[config.mk]
export PLATFORM = sky130hd
export DESIGN_NAME = usb_tx_encoder
export DESIGN_NICKNAME = d
export VERILOG_FILES = /design/src/rtl/usb_tx_encoder.sv
export SDC_FILE = /design/constraint.sdc
export NUM_CORES = 1
export LEC_CHECK = 0
export ABC_AREA = 1
export CAP_MARGIN = 20
export CORE_MARGIN = 10
export CORE_UTILIZATION = 51
export DETAILED_ROUTE_END_ITERATION = 8
export GPL_ROUTABILITY_DRIVEN = 1
export PLACE_DENSITY = 0.85
export SYNTH_ARGS = -nofsm -noshare
export SYNTH_HDL_FRONTEND = slang
export SYNTH_SLANG_ARGS = --single-unit
[constraint.sdc]
create_clock -name clk -period 1.4 [get_ports clk]
set_input_delay 0.14 -clock clk [delete_from_list [all_inputs] [get_ports clk]]
set_output_delay 0.14 -clock clk [all_outputs]
set_load 0.01 [all_outputs]
[src/rtl/usb_tx_encoder.sv]
`default_nettype none
// ============================================================================
// Module      : usb_tx_encoder
// Description : USB transmit line encoder. Consumes the serial bit stream of
//               an upstream parallel-to-serial shift register, applies bit
//               stuffing (a 0 after six consecutive 1s) and NRZI encoding,
//               drives D+/D-, and appends end-of-packet signalling
//               (SE0 for EOP_SE0_BITS bit periods, then one J bit).
// Revision    : 1.0 - initial release
// ----------------------------------------------------------------------------
// Ports:
//   clk          in   system clock, rising edge
//   rst          in   synchronous active-high reset
//   tx_start     in   one-cycle packet start request, honoured only when idle
//   serial_in    in   current data bit from the shift register
//   last_bit     in   high while serial_in carries the final data bit
//   shift_enable out  one-cycle pulse advancing the shift register
//   dplus_out    out  D+ line drive
//   dminus_out   out  D- line drive
//   tx_busy      out  high from start acceptance until IDLE is re-entered
//   tx_done      out  one-cycle pulse on return to IDLE
//   tx_oe        out  (only with USB_TX_OE_EN) registered output enable
// Optional feature macro: USB_TX_OE_EN adds the tx_oe output.
// ============================================================================
module usb_tx_encoder #(
    parameter int CLKS_PER_BIT = 8,  // 2..255
    parameter int EOP_SE0_BITS = 2   // 1..3
) (
    input  logic clk,
    input  logic rst,
    input  logic tx_start,
    input  logic serial_in,
    input  logic last_bit,
    output logic shift_enable,
    output logic dplus_out,
    output logic dminus_out,
    output logic tx_busy,
`ifdef USB_TX_OE_EN
    output logic tx_oe,
`endif
    output logic tx_done
);

    localparam logic [7:0] c_tick_max = 8'(CLKS_PER_BIT - 1);
    localparam logic [1:0] c_eop_last = 2'(EOP_SE0_BITS - 1);

    typedef enum logic [2:0] {
        S_IDLE    = 3'd0,
        S_DATA    = 3'd1,
        S_STUFF   = 3'd2,
        S_EOP_SE0 = 3'd3,
        S_EOP_J   = 3'd4
    } state_e;

    state_e     state_q, state_d;
    logic [7:0] timer_q, timer_d;
    logic [2:0] ones_q, ones_d;
    logic [1:0] eop_q, eop_d;
    logic       last_q, last_d;
    logic       dp_q, dp_d;
    logic       dm_q, dm_d;
    logic       shift_q, shift_d;
    logic       done_q, done_d;
    logic       w_tick;
    logic       w_data_dec;

    assign w_tick = (timer_q == c_tick_max);

    always_comb begin
        state_d    = state_q;
        timer_d    = (state_q == S_IDLE || w_tick) ? 8'd0 : timer_q + 8'd1;
        ones_d     = ones_q;
        eop_d      = eop_q;
        last_d     = last_q;
        dp_d       = dp_q;
        dm_d       = dm_q;
        shift_d    = 1'b0;
        done_d     = 1'b0;
        w_data_dec = 1'b0;

        case (state_q)
            S_IDLE: begin
                if (tx_start) begin
                    w_data_dec = 1'b1;
                end
            end
            S_DATA: begin
                if (w_tick) begin
                    // Stuffing outranks the end check so a final run of six
                    // 1s still gets its stuff bit before EOP.
                    if (ones_q == 3'd6) begin
                        state_d = S_STUFF;
                        ones_d  = 3'd0;
                        dp_d    = ~dp_q;
                        dm_d    = ~dm_q;
                    end else if (last_q) begin
                        state_d = S_EOP_SE0;
                        eop_d   = 2'd0;
                        dp_d    = 1'b0;
                        dm_d    = 1'b0;
                    end else begin
                        w_data_dec = 1'b1;
                    end
                end
            end
            S_STUFF: begin
                if (w_tick) begin
                    // last_q still holds the flag of the bit that preceded
                    // the stuff bit.
                    if (last_q) begin
                        state_d = S_EOP_SE0;
                        eop_d   = 2'd0;
                        dp_d    = 1'b0;
                        dm_d    = 1'b0;
                    end else begin
                        w_data_dec = 1'b1;
                    end
                end
            end
            S_EOP_SE0: begin
                if (w_tick) begin
                    if (eop_q == c_eop_last) begin
                        state_d = S_EOP_J;
                        dp_d    = 1'b1;
                        dm_d    = 1'b0;
                    end else begin
                        eop_d = eop_q + 2'd1;
                    end
                end
            end
            S_EOP_J: begin
                if (w_tick) begin
                    state_d = S_IDLE;
                    done_d  = 1'b1;
                    ones_d  = 3'd0;
                    last_d  = 1'b0;
                end
            end
            default: begin
                state_d = S_IDLE;
                dp_d    = 1'b1;
                dm_d    = 1'b0;
            end
        endcase

        // Shared data-bit decision: NRZI toggles on 0 and holds on 1.
        if (w_data_dec) begin
            state_d = S_DATA;
            last_d  = last_bit;
            shift_d = 1'b1;
            if (serial_in) begin
                ones_d = ones_q + 3'd1;
            end else begin
                ones_d = 3'd0;
                dp_d   = ~dp_q;
                dm_d   = ~dm_q;
            end
        end
    end

    always_ff @(posedge clk) begin
        if (rst) begin
            state_q <= S_IDLE;
            timer_q <= 8'd0;
            ones_q  <= 3'd0;
            eop_q   <= 2'd0;
            last_q  <= 1'b0;
            dp_q    <= 1'b1;
            dm_q    <= 1'b0;
            shift_q <= 1'b0;
            done_q  <= 1'b0;
        end else begin
            state_q <= state_d;
            timer_q <= timer_d;
            ones_q  <= ones_d;
            eop_q   <= eop_d;
            last_q  <= last_d;
            dp_q    <= dp_d;
            dm_q    <= dm_d;
            shift_q <= shift_d;
            done_q  <= done_d;
        end
    end

`ifdef USB_TX_OE_EN
    logic tx_oe_q;

    // Rises with the first data bit, falls on the edge entering IDLE.
    always_ff @(posedge clk) begin
        if (rst) begin
            tx_oe_q <= 1'b0;
        end else if (state_q == S_IDLE && tx_start) begin
            tx_oe_q <= 1'b1;
        end else if (state_d == S_IDLE) begin
            tx_oe_q <= 1'b0;
        end
    end

    assign tx_oe = tx_oe_q;
`endif

    assign shift_enable = shift_q;
    assign dplus_out    = dp_q;
    assign dminus_out   = dm_q;
    assign tx_busy      = (state_q != S_IDLE);
    assign tx_done      = done_q;

endmodule
`default_nettype wire

# After elaboration in Yosys (flattened, before gate mapping)

Index checks and enable logic that the tools add are counted.

Register bits: 21
Input port bits: 5

Equality and inequality tests: 21
Add/subtract/negate cells: 3
Mux-type cells: 50
Bitwise gates (word level): 4
Reduce and logical (&&, ||, !) cells: 16

Operators with widths:

| kind                  | number |
|---|---|
| $mux W3               | 11 |
| $mux W1               | 27 |
| $ne A3 B3 Y1 const B  | 6 |
| $reduce_and A6 Y1     | 3 |
| $ne A2 B2 Y1 const B  | 8 |
| $pmux W3 S5           | 1 |
| $mux W2               | 6 |
| $reduce_bool A3 Y1    | 3 |
| $add A8 B1 Y8 const B | 1 |
| $eq A8 B3 Y1 const B  | 1 |
| $pmux W1 S4           | 2 |
| $reduce_or A2 Y1      | 4 |
| $eq A3 B2 Y1 const B  | 2 |
| $eq A3 B3 Y1 const B  | 2 |
| $pmux W2 S3           | 1 |
| $pmux W3 S2           | 1 |
| $not A1 Y1            | 4 |
| $reduce_and A4 Y1     | 1 |
| $reduce_bool A2 Y1    | 2 |
| $add A3 B1 Y3 const B | 1 |
| $eq A3 B1 Y1 const B  | 1 |
| $logic_not A3 Y1      | 1 |
| $pmux W1 S3           | 1 |
| $add A2 B1 Y2 const B | 1 |
| other kinds (3)       | 3 |

# Logic depth before layout (Yosys ltp)

Gate-level depths: netlist of run 1.

Depth after elaboration: 6
Depth in mapped cells: 13
Mapped depth without buffers: 13

# Worst setup path before layout of run 1

Ideal clock, no wire load.

Path kind: flip-flop to flip-flop
From: register timer_q[0]
To: register dm_q (netlist: dminus_out)
Arrival: 1,332 ps
Setup slack: -47 ps
Data required time: 1,285 ps
Setup time: 115 ps
Cell stages (with the launch flop): 11
Cells stage by stage: dfxtp_1 > ha_1 > nand3_2 > nor2_8 > nand2_2 > inv_2 > nand2_4 > nand2_8 > nand2_4 > a21oi_1 > nor2_1

Cells in the longest elaborated chain, start to end: 5
Elaborated cells on any way between the ends: 10
Classes of those cells: eq/ne (1); mux (9)

Ends and longest elaborated chain:

| element                           | RTL line     | text |
|---|---|---|
| start, declared                   | 56           | `logic [7:0] timer_q, timer_d;` |
| start signal, assigned            | 174          | `timer_q <= timer_d;` |
| $eq A8 B3 Y1 *                    | 67           | `assign w_tick = (timer_q == c_tick_max);` |
| $mux W1, on equally long branches | 121, 107, 88 |  |
| $pmux W1 S4                       | 81           | `case (state_q)` |
| $mux W1                           | 151          | `if (serial_in) begin` |
| $mux W1 *                         | 147          | `if (w_data_dec) begin` |
| end signal, assigned              | 179          | `dm_q <= dm_d;` |
| end, declared                     | 61           | `logic dm_q, dm_d;` |

Mark *: on every way between the ends. The rest lies on a longest branch, timed or not.
A chain may end at the register's enable or synchronous reset.

# Worst setup path after layout of run 1

From: register timer_q[0]
To: register state_q[1]

Cells in the longest elaborated chain, start to end: 4
Elaborated cells on any way between the ends: 10
Classes of those cells: eq/ne (5); mux (3); reduce/logical (2)

Ends and longest elaborated chain:

| element                           | RTL line | text |
|---|---|---|
| $eq A8 B3 Y1 *                    | 67       |  |
| $mux W1, on equally long branches | 107, 88  |  |
| $pmux W1 S3                       | 81       |  |
| $reduce_or A2 Y1 (no source line) | --       |  |
| end signal, assigned              | 173      | `state_q <= state_d;` |
| end, declared                     | 55       | `state_e state_q, state_d;` |

Marked as above.

==> flow_metrics.tcl, run 1 <==
set metrics [dict create \
    final_common_cell "sky130_fd_sc_hd__nand2_1" \
    worst_tran_pin_value_ps 290 \
    number_of_cts_inserted_buffers 3 \
    total_switching_power_uw 588 \
    synthTopCellsByArea "sky130_fd_sc_hd__dfxtp_1 (32%), sky130_fd_sc_hd__nand2_1 (11%), sky130_fd_sc_hd__nor2_1 (7.7%), sky130_fd_sc_hd__inv_1 (7.2%), sky130_fd_sc_hd__nand3_1 (5.0%)" \
    critical_path.startpoint_type "flip-flop" \
    grt_overflow 0 \
    synth_area_in_adders_pct 3.82 \
    synth_mux_area_share_pct 0 \
    areaGrowthSynthToFinish_pct 36.2 \
    gr-usage-all-layers_pct 13.6 \
    post_cts_hold_buffer_count 0 \
    setup-violations-final 9 \
    die_width_um 70.7 \
    worstSetupEndpointType "flip-flop" \
    netlist.area_leader.share_pct 32.1 \
    peak_supply_drop_mv 0.985 \
    hpwlAfterDp_um 2410 \
    timing.critical_path.buf_inv 0 \
    first_global_vias 1330 \
    synth.cell_area_sq_mm 0.00131 \
    drt-initial-drc-count 97 \
    swShare_pct 36.2 \
    antenna_found_initial 0 \
    pin_count 10 \
    route.detailed.drc 0 \
    routedWlPerCell_um 13.9 \
    worstSkewPairLatency_ps 320 \
    cpPeakStageDelay_ps 380 \
    dominant_combinational_cell_family_by_area_after_synthesis "simple AND/OR/NAND/NOR gates" \
    critical_path.cell_chain "ha_4, nand3_4, nor2_8, nor2_1, nor3_2, nand3_1, nand2_1, nor2_1" \
    synth_xor_area_share_pct 3.34 \
    critical_path.top_delay_family "simple AND/OR/NAND/NOR gates" \
    crit_path_frequent_cell "sky130_fd_sc_hd__nor2_1" \
    ys_ff_latch 21 \
    drtPass1Iterations 4 \
    synth_cells 185 \
    die_y_um 70.7 \
    power_density_mw_per_mm2 910 \
    h-tree-depth 1 \
    fp-row-count 18 \
    grt_first_pass_wirelength_um 5730 \
    distinct_cell_type_count_of_the_synthesized_netlist 30 \
    power.share.combinational_pct 38.7 \
    finalCritPeriodShare_pct 106 \
    critical_path.reg2reg.endpoint "state_q[1]" \
    cts_num_sinks 21 \
    yosys_warnings 0 \
    proportion_of_synthesized_chip_area_in_sequential_cells_pct 32.1 \
    setup.worst_path.class "reg2reg" \
    synthesis.area_per_instance_sq_um 7.09 \
    cts-root-buf "sky130_fd_sc_hd__clkbuf_4" \
    die-area_sq_mm 0.00500 \
    min-delay-path-class "in2reg" \
    syn-num-nets 194 \
    hold_path_depth 3 \
    period_minus_slack_ps 1480 \
    hold_path.startpoint "last_bit" \
    synth_top_area_cell "sky130_fd_sc_hd__dfxtp_1" \
    cellLeakagePower_uw 0.000836 \
    finClkSkew_ps 14.4 \
    maximum_operating_frequency_ghz 0.676 \
    worst_min_delay_path_endpoint "last_q" \
    worst_slack_ps -79.2 \
    finalWirelength_um 3540 \
    critPathMaxFanout 8 \
    route.vias.total 1339 \
    worst_setup_hold_path_clk_slew_ps 130 \
    failing_checks "setup timing" \
    finalSetupTns_ps -348 \
    area_of_the_placeable_core_sq_mm 0.00245 \
    r2r_setup_slack_ps -80 \
    port-buffer-count 9 \
    rsz0062_at_grt "yes" \
    r2r-start "timer_q[0]" \
    run_status "finished, violations left" \
    drive_above_1_share_pct 40.4 \
    insertedDiodeCount 0 \
    mostFrequentLayoutCells "sky130_fd_sc_hd__nand2_1 (35), sky130_fd_sc_hd__buf_4 (27), sky130_fd_sc_hd__nor2_1 (24)" \
    max_slew_margin_pct 80.6 \
    finish.net_count 235 \
    share_clk_of_total_power_pct 19.4 \
    reg2reg_depth 8 \
    globalplace.congestion 0.965 \
    post_drt_via_cell_ratio 5.25 \
    worst_path_max_delay_cell "sky130_fd_sc_hd__dfxtp_2" \
    pin_count_of_the_biggest_net_entering_global_routing 12 \
    tritoncts_clock_tree "done" \
    final_max_slew_viol_count 0 \
    post_synth_and_or_nand_nor_area_fraction_pct 44.4 \
    num-fill-cells 169 \
    worst_endpoint_data_arrival_time_ps 1690 \
    power.internal_uw 1040 \
    starting_density_of_the_core_pct 53.4 \
    worst_hold_slack_ps 337 \
    power.share.sequential_pct 42.0 \
    final_hold_viol_count 0 \
    drv_cap 0 \
    ant_nets 0 \
    cts-root-to-sink-buffers 2 \
    worst-endpoint-required_ps 1610 \
    compound_gate_portion_of_the_synthesized_area_pct 6.20 \
]
synth_stat cells, drive strengths merged:
cell / n
nand3: 18
xnor2: 2
a21oi: 5
nand4: 3
a211oi: 1
dfxtp: 21
nor3: 3
nor2: 33
or2: 2
o21ai: 4
inv: 35
xor2: 3
a311oi: 1
o211ai: 1
ha: 4
nand2: 49
per-layer routing:
layer | global-route usage, % | vias to the layer above | wire [um]
met5 | 0 | - | 0
met4 | 6.67 | 0 | 89
met3 | 2.79 | 11 | 249
met2 | 22.3 | 60 | 1710
met1 | 16.3 | 614 | 1490
li1 | - | 654 | -
cell type report:
cell class	instances	area (sq um)	share of cell area, %
clock buffer	4	26.3	1.47
sequential	21	432	24.2
timing repair buffer	36	290	16.3
multi-input combinational	129	863	48.4
inverter	35	136	7.64
tap	30	37.5	2.10
power by group through the flow:
stage | clock network (uW) | registers (uW) | logic, uW
after floorplan | 0 | 681 | 309
after global placement | 0 | 678 | 516
after detailed placement | 0 | 679 | 525
after CTS | 314 | 670 | 566
after global routing | 329 | 685 | 689
final | 315 | 682 | 628
logic make-up (layout without fill, tap and decap cells):
kind of cell	after synthesis	after routing
AND/OR/NAND/NOR	108	108
buffers and inverters	35	75
flip-flops	21	21
AO/OA/AOI/OAI	12	12
XOR/XNOR	5	5
adder cells (fa/ha/maj)	4	4
flip-flops by register name, summed over array words and instances (netlist names):
| register | flops |
|---|---|
| timer_q | 8 |
| ones_q | 3 |
| state_q | 3 |
| eop_q | 2 |
| dminus_out | 1 |
| dplus_out | 1 |
| last_q | 1 |
| shift_enable | 1 |
| tx_done | 1 |
worst min-delay path, cell delays in order:
cell                              delay, ps
sky130_fd_sc_hd__clkdlybuf4s50_1        390
sky130_fd_sc_hd__nand2_1                 60
sky130_fd_sc_hd__nand2_1                 40
worst max-delay path by stage:
stage	from	endpoint	slack, ps	cells after the start
final	timer_q[0]	state_q[1]	-80	8
after global routing	timer_q[0]	ones_q[1]	-160	11
after CTS	timer_q[1]	timer_q[5]	-30	7
after detailed placement	timer_q[0]	state_q[1]	-70	8
after global placement	timer_q[1]	state_q[1]	-20	8
after floorplan	timer_q[0]	dminus_out	10	10
repair_timing:
item                       4_1_cts  5_1_grt
cloned                           0        0
buffers inserted                 3        2
pin swaps                        8       11
setup endpoints to repair       10       21
gates resized for setup         19       17
metrics by stage:
stage	std cells	utilization [%]	instance area, sq um	setup slack [ps]	total power (uW)
6_report	255	72.7	1790	-79.2	1620
5_1_grt	255	72.7	1790	-157	1700
4_1_cts	253	69.9	1720	-27.9	1550
3_5_place_dp	246	65.7	1610	-71.2	1200
3_3_place_gp	246	65.7	1610	-22.4	1190
2_1_floorplan	185	-	1320	10.7	990
(Power assumes the default switching activity.)
==> inputs of run 2 (changes only) <==
- SETUP_SLACK_MARGIN: default -> 0.5
==> flow_metrics.tcl, run 2 (synthesis gave the netlist of run 1 again) <==
set metrics [dict create \
    run_status "finished, violations left" \
    failing_checks "setup timing" \
    first_global_vias 1498 \
    starting_density_of_the_core_pct 53.4 \
    worst_endpoint_data_arrival_time_ps 1780 \
    areaGrowthSynthToFinish_pct 52.5 \
    cts_num_sinks 21 \
    mostFrequentLayoutCells "sky130_fd_sc_hd__buf_4 (32), sky130_fd_sc_hd__nand2_1 (31), sky130_fd_sc_hd__inv_1 (22)" \
    finClkSkew_ps 9.65 \
    die-area_sq_mm 0.00500 \
    max_slew_margin_pct 77.1 \
    cellLeakagePower_uw 0.000942 \
    finish.net_count 246 \
    worst_setup_hold_path_clk_slew_ps 120 \
    swShare_pct 39.0 \
    area_of_the_placeable_core_sq_mm 0.00245 \
    routedWlPerCell_um 19.1 \
    pin_count 10 \
    final_hold_viol_count 0 \
    tritoncts_clock_tree "done" \
    power.internal_uw 1060 \
    finalCritPeriodShare_pct 112 \
    pin_count_of_the_biggest_net_entering_global_routing 13 \
    route.vias.total 1519 \
    period_minus_slack_ps 1570 \
    grt_overflow 0 \
    critPathMaxFanout 2 \
    ant_nets 0 \
    largest_reg_flops 8 \
    met3_routed_wirelength_um 456 \
    die_width_um 70.7 \
    worstSkewPairLatency_ps 330 \
    grt_first_pass_wirelength_um 6670 \
    drv_cap 0 \
    power_density_mw_per_mm2 870 \
    fp-row-count 18 \
    gr-usage-all-layers_pct 16.0 \
    critical_path.startpoint_type "flip-flop" \
    post_drt_via_cell_ratio 5.71 \
    post_cts_hold_buffer_count 0 \
    antenna_found_initial 0 \
    setup.worst_path.class "reg2reg" \
    setup-violations-final 16 \
    finalWirelength_um 5080 \
    worstSetupEndpointType "flip-flop" \
    final_max_slew_viol_count 0 \
    drive_above_1_share_pct 53.4 \
    die_y_um 70.7 \
    finalSetupTns_ps -929 \
    hpwlAfterDp_um 2280 \
    met2_wirelength_um 2510 \
    layout_top_registers "timer_q x8, ones_q x3, state_q x3" \
    worst-endpoint-required_ps 1610 \
    drtPass1Iterations 5 \
    power.share.combinational_pct 41.9 \
    drt-initial-drc-count 166 \
    totalPowerFinal_uw 1740 \
    worst_slack_ps -171 \
    rsz0062_at_grt "yes" \
    placed_cell_area_sq_mm 0.00161 \
    h-tree-depth 1 \
    max_flop_register "timer_q" \
    min-delay-path-class "in2reg" \
    total_switching_power_uw 679 \
    port-buffer-count 9 \
    met1_layer_wirelength_in_the_final_routing_um 1900 \
    globalplace.congestion 0.920 \
    highest_layer "met4" \
    insertedDiodeCount 0 \
    number_of_cts_inserted_buffers 3 \
    share_clk_of_total_power_pct 18.6 \
    cts-root-to-sink-buffers 2 \
    maximum_operating_frequency_ghz 0.637 \
    peak_supply_drop_mv 0.877 \
    worst_tran_pin_value_ps 342 \
    final_common_cell "sky130_fd_sc_hd__buf_4" \
    power.share.sequential_pct 39.5 \
    place_worst_setup_slack_ps -6.31 \
    post-route-cell-area_sq_mm 0.00200 \
    route.detailed.drc 0 \
    cts-root-buf "sky130_fd_sc_hd__clkbuf_4" \
]
==> run 2: changes by cell type in the layout (fill, tap and decap cells not counted), sizes merged <==
cell / before / now
clkbuf: 4 / 3
clkinv: 0 / 1
clkdlybuf4s50: 7 / 4
clkdlybuf4s15: 0 / 1
dlymetal6s2s: 1 / 0
buf: 28 / 42
==> run 2: worst paths after layout <==
| check | from | to | slack, ps | cells after the start |
|---|---|---|---|---|
| setup / recovery | ones_q[0] | state_q[1] | -170 | 9 |
| hold / removal | last_bit | last_q | 400 | 3 |
| setup reg to reg | ones_q[0] | state_q[1] | -170 | 9 |
| hold reg to reg | eop_q[1] | eop_q[1] | 540 | 2 |
==> run 2: layout make-up <==
cell class              instances  area, sq um
well taps                      30         37.5
flip-flops and latches         21          438
fillers                       124          455
multi-input cells             129          948
inverters                      35          144
clock inverters                 1         5.00
repair buffers                 47          404
clock buffers                   3         22.5
==> run 2: metrics by stage <==
| stage | hold WS (ps) | cells | util (%) |
|---|---|---|---|
| floorplan | 212 | 185 | - |
| global placement | 429 | 240 | 65.4 |
| detailed placement | 445 | 240 | 65.4 |
| CTS | 362 | 258 | 74.0 |
| global route | 400 | 266 | 81.4 |
| finish | 400 | 266 | 81.4 |
==> run 2: per-layer routing <==
layer	global-route usage [%]	vias up
met5	0	-
met4	7.74	0
met3	3.21	32
met1	16.7	704
li1	-	674
met2	29.5	109
==> run 2: critical path, cell delays in order, from the launching register on <==
cell                      delay [ps]
sky130_fd_sc_hd__dfxtp_2         360
sky130_fd_sc_hd__inv_2            50
sky130_fd_sc_hd__ha_4            150
sky130_fd_sc_hd__nand2_4          70
sky130_fd_sc_hd__buf_4           100
sky130_fd_sc_hd__buf_4           100
sky130_fd_sc_hd__buf_4           100
sky130_fd_sc_hd__nand3_1         110
sky130_fd_sc_hd__a21oi_1         310
sky130_fd_sc_hd__nor2_1          100
==> run 2: power by group through the flow <==
stage | sequential (uW) | combinational, uW | clock, uW
2_1_floorplan | 686 | 317 | 0
3_3_place_gp | 684 | 464 | 0
3_5_place_dp | 686 | 474 | 0
4_1_cts | 679 | 560 | 308
5_1_grt | 693 | 771 | 359
6_report | 688 | 729 | 324
==> run 2: repair_timing <==
item / 4_1_cts / 5_1_grt
endpoints found under the setup margin: 26 / 26
buffers inserted: 14 / 8
pin swaps: 15 / 24
resized for setup: 48 / 32
